<file path="src/rtl/spu_wen_pkg.sv">
// Shared constants and types for the multi-channel SPU MA write-enable block.
package spu_wen_pkg;

  localparam logic [3:0] RTNTYP_LOAD = 4'b0010;

  localparam logic [5:0] RQ_LD = 6'b001001;
  localparam logic [5:0] RQ_ST = 6'b001011;

  localparam logic [7:0] SZ_LD = 8'b00000100;
  localparam logic [7:0] SZ_ST = 8'b00010000;

  // Channel index doubles as the LSU strand tid.
  typedef logic [1:0] chan_t;

endpackage

</file>
<file path="src/rtl/spu_wen_stack_cntr.sv">
// One channel's outstanding-store counter. Define SPU_WEN_CNTR_CHK_EN to
// saturate at both ends and latch a sticky over/underflow flag.
module spu_wen_stack_cntr #(
  parameter int CNTW = 6
) (
  input  logic       clk_i,
  input  logic       rst_ni,
  input  logic       inc_i,
  input  logic [1:0] dec_i,
  output logic       stacks_ok_o,
  output logic       cntr_err_o
);

  localparam logic [CNTW-1:0] CNT_MAX = '1;

  logic [CNTW-1:0] cnt_q, cnt_d;
  logic [CNTW:0]   sum;

  // Increment and decrement are folded into one update; the extra top bit
  // flags a result outside 0..CNT_MAX.
  assign sum = {1'b0, cnt_q} + {{CNTW{1'b0}}, inc_i} - {{(CNTW-1){1'b0}}, dec_i};

`ifdef SPU_WEN_CNTR_CHK_EN
  logic err_q, err_d;

  // A carry out with a nonzero decrement can only be a borrow (underflow).
  function automatic logic [CNTW-1:0] sat_cnt(input logic [CNTW:0] s, input logic dec_nz);
    if (!s[CNTW]) return s[CNTW-1:0];
    return dec_nz ? '0 : CNT_MAX;
  endfunction

  assign cnt_d = sat_cnt(sum, |dec_i);
  assign err_d = err_q | sum[CNTW];

  always_ff @(posedge clk_i or negedge rst_ni) begin
    if (!rst_ni) err_q <= 1'b0;
    else         err_q <= err_d;
  end

  assign cntr_err_o = err_q;
`else
  logic unused_carry;

  assign unused_carry = sum[CNTW];
  assign cnt_d        = sum[CNTW-1:0];
  assign cntr_err_o   = 1'b0;
`endif

  always_ff @(posedge clk_i or negedge rst_ni) begin
    if (!rst_ni) cnt_q <= '0;
    else         cnt_q <= cnt_d;
  end

  assign stacks_ok_o = (cnt_q == '0);

endmodule

</file>
<file path="src/rtl/spu_wen_mc.sv">
// Multi-channel SPU MA write-enable, ack, store-counter, L2 error and PCX
// header block. Optional counter checking: SPU_WEN_CNTR_CHK_EN.
module spu_wen_mc
  import spu_wen_pkg::*;
#(
  parameter int NCH  = 2,
  parameter int CNTW = 6
) (
  input  logic            rclk,
  input  logic            arst_l,
  input  logic            se,
  input  logic [2:0]      cpuid,
  input  logic [NCH-1:0]  ldreq,
  input  logic [NCH-1:0]  streq,
  input  logic            ld_ackvld,
  input  logic            ld_asop,
  input  logic [1:0]      ld_ack_tid,
  input  logic            st_ackvld,
  input  logic            st_asop,
  input  logic [1:0]      st_ack_tid,
  input  logic            vload_vld,
  input  logic [3:0]      vload_rtntyp,
  input  logic [1:0]      vload_tid,
  input  logic [1:0]      l2_err,
  input  logic [1:0]      strm_ack_cmplt,
  input  logic [1:0]      strm_tid,
  input  logic [NCH-1:0]  rstln,
  input  logic [NCH-1:0]  done,
  input  logic [NCH-1:0]  uncerr_rst,
  output logic [NCH-1:0]  maln_wen,
  output logic [NCH-1:0]  vld_maln,
  output logic [NCH-1:0]  mald_ack,
  output logic [NCH-1:0]  mast_ack,
  output logic            ldst_pcx_vld,
  output logic [NCH-1:0]  stacks_ok,
  output logic [NCH-1:0]  unc_err_pulse,
  output logic [NCH-1:0]  unc_err,
  output logic [NCH-1:0]  cor_err,
  output logic [18:0]     pckt_req,
  output logic [NCH-1:0]  cntr_err
);

  logic unused_se;
  assign unused_se = se;

  logic [NCH-1:0] vld_maln_q, vld_maln_d;
  logic [NCH-1:0] unc_err_q, unc_err_d;
  logic [NCH-1:0] wen_q;
  logic [1:0]     err_q;
  chan_t          st_ack_tid_q, ld_ack_tid_q;
  logic           st_asop_q, ld_asop_q;
  logic [NCH-1:0] streq_d1_q, streq_d2_q;
  logic           st_ackvld_q;
  logic [1:0]     strm_cmplt_q;
  chan_t          strm_tid_q;

  // Sticky bits: clear requests win over a simultaneous set.
  assign vld_maln_d = (vld_maln_q | maln_wen) & ~(rstln | done);
  assign unc_err_d  = (unc_err_q | unc_err_pulse) & ~uncerr_rst;

  // Stage boundary: everything below is one cycle behind its inputs.
  always_ff @(posedge rclk or negedge arst_l) begin
    if (!arst_l) begin
      vld_maln_q   <= '0;
      unc_err_q    <= '0;
      wen_q        <= '0;
      err_q        <= '0;
      st_ack_tid_q <= '0;
      ld_ack_tid_q <= '0;
      st_asop_q    <= 1'b0;
      ld_asop_q    <= 1'b0;
      streq_d1_q   <= '0;
      streq_d2_q   <= '0;
      st_ackvld_q  <= 1'b0;
      strm_cmplt_q <= '0;
      strm_tid_q   <= '0;
    end else begin
      vld_maln_q   <= vld_maln_d;
      unc_err_q    <= unc_err_d;
      wen_q        <= maln_wen;
      err_q        <= l2_err;
      st_ack_tid_q <= st_ack_tid;
      ld_ack_tid_q <= ld_ack_tid;
      st_asop_q    <= st_asop;
      ld_asop_q    <= ld_asop;
      streq_d1_q   <= streq;
      streq_d2_q   <= streq_d1_q;
      st_ackvld_q  <= st_ackvld;
      strm_cmplt_q <= strm_ack_cmplt;
      strm_tid_q   <= strm_tid;
    end
  end

  assign vld_maln = vld_maln_q;
  assign unc_err  = unc_err_q;

  for (genvar c = 0; c < NCH; c++) begin : g_ch
    localparam chan_t CH = chan_t'(c);

    logic       inc;
    logic [1:0] dec;

    assign maln_wen[c] = vload_vld & (vload_rtntyp == RTNTYP_LOAD) & (vload_tid == CH);

    assign mast_ack[c] = st_ackvld & st_asop_q & (st_ack_tid_q == CH) & streq[c];
    assign mald_ack[c] = ld_ackvld & ld_asop_q & (ld_ack_tid_q == CH) & ldreq[c] & ~streq[c];

    assign unc_err_pulse[c] = err_q[1] & wen_q[c];
    assign cor_err[c]       = ~err_q[1] & err_q[0] & wen_q[c];

    assign inc = streq_d2_q[c] & st_ackvld_q;
    assign dec = (strm_tid_q == CH) ? strm_cmplt_q : 2'b00;

    spu_wen_stack_cntr #(
      .CNTW (CNTW)
    ) u_cntr (
      .clk_i       (rclk),
      .rst_ni      (arst_l),
      .inc_i       (inc),
      .dec_i       (dec),
      .stacks_ok_o (stacks_ok[c]),
      .cntr_err_o  (cntr_err[c])
    );
  end

  // Requests are one-hot across {streq, ldreq}, so OR-ing indices encodes the tid.
  always_comb begin
    logic [NCH-1:0] req_vec;
    chan_t          tid;
    req_vec = streq | ldreq;
    tid     = '0;
    for (int i = 0; i < NCH; i++) begin
      if (req_vec[i]) tid = tid | chan_t'(i);
    end
    ldst_pcx_vld = |req_vec;
    if (|streq) pckt_req = {RQ_ST, cpuid, tid, SZ_ST};
    else        pckt_req = {RQ_LD, cpuid, tid, SZ_LD};
  end

endmodule

</file>
<file path="config.mk">
export PLATFORM = sky130hd
export DESIGN_NAME = spu_wen_mc
export DESIGN_NICKNAME = d
export VERILOG_FILES = /design/src/rtl/spu_wen_pkg.sv /design/src/rtl/spu_wen_stack_cntr.sv /design/src/rtl/spu_wen_mc.sv
export SDC_FILE = /design/constraint.sdc
export NUM_CORES = 1
export LEC_CHECK = 0
export BUFFER_PORTS_ARGS = -buffer_cell sky130_fd_sc_hd__buf_2
export CORE_ASPECT_RATIO = 0.5
export CORE_MARGIN = 10
export CORE_UTILIZATION = 48
export CTS_CLUSTER_DIAMETER = 150
export DETAILED_ROUTE_END_ITERATION = 8
export GPL_ROUTABILITY_DRIVEN = 0
export HOLD_SLACK_MARGIN = 0.08
export PLACE_DENSITY = 0.8
export SYNTH_ARGS = -nofsm -noshare
export SYNTH_HDL_FRONTEND = slang
export SYNTH_SLANG_ARGS = --single-unit
</file>
<file path="constraint.sdc">
create_clock -name rclk -period 2.7 [get_ports rclk]
set_input_delay 0.135 -clock rclk [delete_from_list [all_inputs] [get_ports rclk]]
set_output_delay 0.135 -clock rclk [all_outputs]
set_load 0.1 [all_outputs]
</file>
== After elaboration in Yosys (flattened, before gate mapping) ==
Cells that the tools add are included.
Storage, ports and cells
  bits in registers: 35
  word-level logic and storage cells: 69
Cells by class
  $add $sub $neg: 4
  eq/ne operators: 5
  multiplexer cells: 4
  bitwise gates (word level): 33
  reduce and logical (&&, ||, !) cells: 8
Operators with widths (count)
  1-bit bitwise AND: 22
  15-bit two-way mux: 1
  6-bit by 1-bit adder with 6-bit output: 2
  6-bit logical NOT: 2
  6-bit by 2-bit subtractor with 6-bit output: 2
  2-bit by 1-bit equality test with 1-bit output (second input constant): 4
  2-bit logical NOT: 4
  2-bit bitwise OR: 4
  2-bit bitwise AND: 2
  4-bit by 2-bit equality test with 1-bit output (second input constant): 1
  2-bit two-way mux: 2
  2-bit NOT: 2
  2-bit OR reduction: 2
  1-bit NOT: 3
  1-bit two-way mux: 1

== Longest topological paths before layout ==
  word-level depth: 5
  depth in mapped cells: 9
  mapped depth without buffers: 9

== By module ==
From an unflattened synthesis, not the netlist that was laid out.
Second synthesis, totals
  cell total of the unflattened synthesis: 163
  area, all modules: 1806.7 um2
By module, submodules not included
  spu_wen_mc: times used 1, cells an instance 75, area an instance 928.4 um2, sequential area each 575.6 um2
  spu_wen_stack_cntr: times used 2, cells an instance 44, area an instance 439.2 um2, sequential area each 150.1 um2

== Worst setup path before layout ==
OpenSTA, ideal clock, no wires.
  path kind: register -> output
  start point: register ld_ack_tid_q[1]
  end point: output mald_ack[0]
  arrival: 3.634 ns
  data required time: 2.565 ns
  setup slack: -1.069 ns
  stages on the path, launching flop included: 3
  cell sequence: dfrtp_1 nand3b_1 nor4b_1
Between the ends
  word-level cells in the longest chain between the ends: 4
Ends and longest elaborated chain
  start, declared: RTL line spu_wen_mc.sv:50  | chan_t st_ack_tid_q, ld_ack_tid_q;
  start signal, assigned: RTL line spu_wen_mc.sv:83  | ld_ack_tid_q <= ld_ack_tid;
  2-bit logical NOT: RTL line spu_wen_mc.sv:106  | assign mald_ack[c] = ld_ackvld & ld_asop_q & (ld_ack_tid_q == CH) & ldreq[c] & ~streq[c];
  1-bit bitwise AND (3 in a row): RTL line spu_wen_mc.sv:106
  end, declared: RTL line spu_wen_mc.sv:32  | output logic [NCH-1:0] mald_ack,
Every way passes these cells.

== Final worst setup path ==
  start point: register strm_tid_q[1]
  end point: register g_ch[0].u_cntr.cnt_q[5]
Between the ends
  word-level cells in the longest chain between the ends: 3
Ends and longest elaborated chain
  start, declared: RTL line spu_wen_mc.sv:55  | chan_t strm_tid_q;
  start signal, assigned: RTL line spu_wen_mc.sv:90  | strm_tid_q <= strm_tid;
  2-bit logical NOT: RTL line spu_wen_mc.sv:112  | assign dec = (strm_tid_q == CH) ? strm_cmplt_q : 2'b00;
  2-bit two-way mux: RTL line spu_wen_mc.sv:112
  6-bit by 2-bit subtractor with 6-bit output: RTL line spu_wen_stack_cntr.sv:21  | assign sum = {1'b0, cnt_q} + {{CNTW{1'b0}}, inc_i} - {{(CNTW-1){1'b0}}, dec_i};
  net g_ch[0].u_cntr.sum[5]: RTL line spu_wen_stack_cntr.sv:17  | logic [CNTW:0] sum;
  end signal, assigned: RTL line spu_wen_stack_cntr.sv:51  | else cnt_q <= cnt_d;
  end, declared: RTL line spu_wen_stack_cntr.sv:16  | logic [CNTW-1:0] cnt_q, cnt_d;
The timed path passes the listed nets, and every way through them passes these cells.

==> metrics <==
Hold Path End=wen_q[0]$_DFF_PN0_; Overall Global Routing Usage=0.120; non-filler cells, final=290; die area=0.00681 mm2; Setup TNS Final=0 ns; Final Cell Area=0.00240 mm2; Comb pwr share=0.481; crit end category=register; most common flop cell mapped by yosys=dfrtp_1; Die W=107 um; power density over the cells=949 mW/mm2; first-pass detailed-route iteration total=4; worst vdd ir=0.000425 V; CTS Buffer Depth=2; Initial Util=0.513; root buffer cell=clkbuf_8; fin crit share=0.763; Post-synth ARST share=1.00; unrepaired setup endpoints after global routing=no; Synth top cells by count=dfrtp_1 (35), buf_4 (20), inv_1 (19); #FFs+latches synth=35; Worst-Margin Slew=0.785 ns; cell with the most instances after synthesis=dfrtp_1; CP Data Arrival Time=2.24 ns; residual DRC count=0; dpl cells=259; Post-synth EDFFs=0; worst hold-check path type=input pin to register; row cnt=15; Clock Sinks=35; R2R Path End=g_ch[0].u_cntr.cnt_q[5]$_DFF_PN0_; vias=1346; fin crit period=2.06 ns; post-layout util=0.677; GRT overflow=0; layout cells sized above 1=0.277; Starting DRT DRC Count=44; Max Cap Viol=0; CTS tree=yes; HP Start=vload_rtntyp[0]; status=finished clean; post-CTS setup repair buffer count=0; dpl cell area=0.00206 mm2; Post-Synthesis Cell Area=0.00182 mm2; Mapped Cells=163; Final #Nets=294; Die Y=63.5 um; initial antenna violation count=1; worst r2r path cells=7; Clock Power Share=0.213; top post-synthesis cells by area=dfrtp_1 (48%), ha_1 (12%), buf_4 (8.2%); post-synth top area share=0.481; CTS Buf Count=5; Syn-to-layout area delta=31.9%; Final Hold Vio Count=0; vias in the first global route=1447; reg2reg setup slack=0.64 ns; Largest Register=g_ch.u_cntr.cnt_q; LEAKAGE=1.26 nW; Worst setup SP type=register; largest net degree at the start of global routing=36; Routed Antenna Nets=0; Max Slew Vio Count=0; largest area contributor in the netlist=dfrtp_1; fraction of power consumed by sequential logic=0.306; PortBufs=53; total core area=0.00355 mm2; sw frac=0.388; hold depth=2; Clock Skew=0.00421 ns; max FFs per register=12; WL final=4.05 mm; syn_area_per_cell=11.2 um2; first-pass GRT wire length=6.52 mm; Fillers=257; H-tree lvl count=2; final setup violation count=0; Worst-Skew Late Latency=0.29 ns; hpwl dp=2.90 mm; total power=2.28 mW; Crit Path Class=register to register; Pint=1.40 mW; clock transition at the registers of the reported paths=0.08 ns; unique cell type count in the Yosys netlist=36; Routed WL per cell=14.0 um; Req. time, crit path=2.88 ns; Via-to-Cell Ratio=4.64; Synth Warn #=0; Critical R2R Launch=strm_tid_q[1]$_DFF_PN0_; Slew HR=0.477; fmax=485 MHz; register area share after synthesis=0.481; switching power total=884 uW; io pins=75; crit path max fanout=3
[what timing repair did]
| item | in CTS | in global routing |
|---|---|---|
| gates resized for setup | 0 | 0 |
| endpoints found under the hold margin | 54 | 0 |
| hold buffers | 22 | 0 |
[layer usage]
metal | GRT usage | share of wire | up-vias
li1 | - | - | 665
met1 | 0.114 | 0.36 | 622
met2 | 0.223 | 0.54 | 52
met3 | 0.0527 | 0.085 | 7
met4 | 0.0436 | 0.014 | 0
met5 | 0 | 0 | -
[placed cells by master (no fill, tap or decap), types with 3 or more instances in the layout]
master and n:
buf_2 53, dfrtp_1 35, dlygate4sd3_1 22, inv_1 19, ha_1 18, conb_1 14
nor2_1 8, xor2_1 6, and2_1 5, nand2_1 5, clkbuf_8 5, a21oi_1 4
and3b_1 3, nor3b_1 3, nor3_1 3
[cells by family after synthesis]
logic type,count (synthesis),share of synthesized area
flip-flops,35,0.481
buffers and inverters,39,0.122
AO/OA/AOI/OAI,18,0.0687
XOR/XNOR,6,0.0289
other,2,0.00413
adder cells (fa/ha/maj),20,0.146
AND/OR/NAND/NOR,43,0.150
[stage by stage]
stage	hold WS [ns]	setup slack, ns
4_1_cts	0.169	0.624
5_1_grt	0.183	0.532
3_5_place_dp	0.244	0.654
6_report	0.179	0.640
3_3_place_gp	0.239	0.691
2_1_floorplan	-0.161	0.118
[worst max-delay path by stage]
stage	from	to	cells past startpoint	slack, ns
2_1_floorplan	st_ack_tid_q[1]$_DFF_PN0_	mast_ack[1]	1	0.12
3_3_place_gp	strm_tid_q[1]$_DFF_PN0_	g_ch[0].u_cntr.cnt_q[5]$_DFF_PN0_	7	0.69
3_5_place_dp	strm_tid_q[1]$_DFF_PN0_	g_ch[0].u_cntr.cnt_q[5]$_DFF_PN0_	7	0.65
4_1_cts	strm_tid_q[1]$_DFF_PN0_	g_ch[0].u_cntr.cnt_q[5]$_DFF_PN0_	7	0.62
5_1_grt	strm_tid_q[1]$_DFF_PN0_	g_ch[0].u_cntr.cnt_q[4]$_DFF_PN0_	9	0.53
6_report	strm_tid_q[1]$_DFF_PN0_	g_ch[0].u_cntr.cnt_q[5]$_DFF_PN0_	7	0.64
[power groups by stage]
stage | clock network [mW] | registers, mW | logic (mW)
after global routing | 0.520 | 0.716 | 1.24
after detailed placement | 0 | 0.711 | 1.07
final | 0.486 | 0.698 | 1.10
after CTS | 0.496 | 0.701 | 1.11
after floorplan | 0 | 0.697 | 0.928
after global placement | 0 | 0.707 | 1.02
[area by class of cell]
cell class,count,area [um2],area share
Multi-Input combinational cell,101,786,0.327
Tap cell,51,63.8,0.0266
Sequential cell,35,876,0.365
Timing Repair Buffer,75,485,0.202
Inverter,19,71.3,0.0297
Antenna cell,1,2.50,0.00104
Clock buffer,5,68.8,0.0287
Clock inverter,3,47.5,0.0198
[worst max-delay path: stages (launching register included)]
cell and delay [ns]:
dfrtp_1 0.40, nor2_1 0.13, nand2_1 0.07, ha_1 0.31, ha_1 0.32, a211oi_1 0.08
or4b_1 0.50, o2111a_1 0.14
Power figures use the tool's default switching activity.
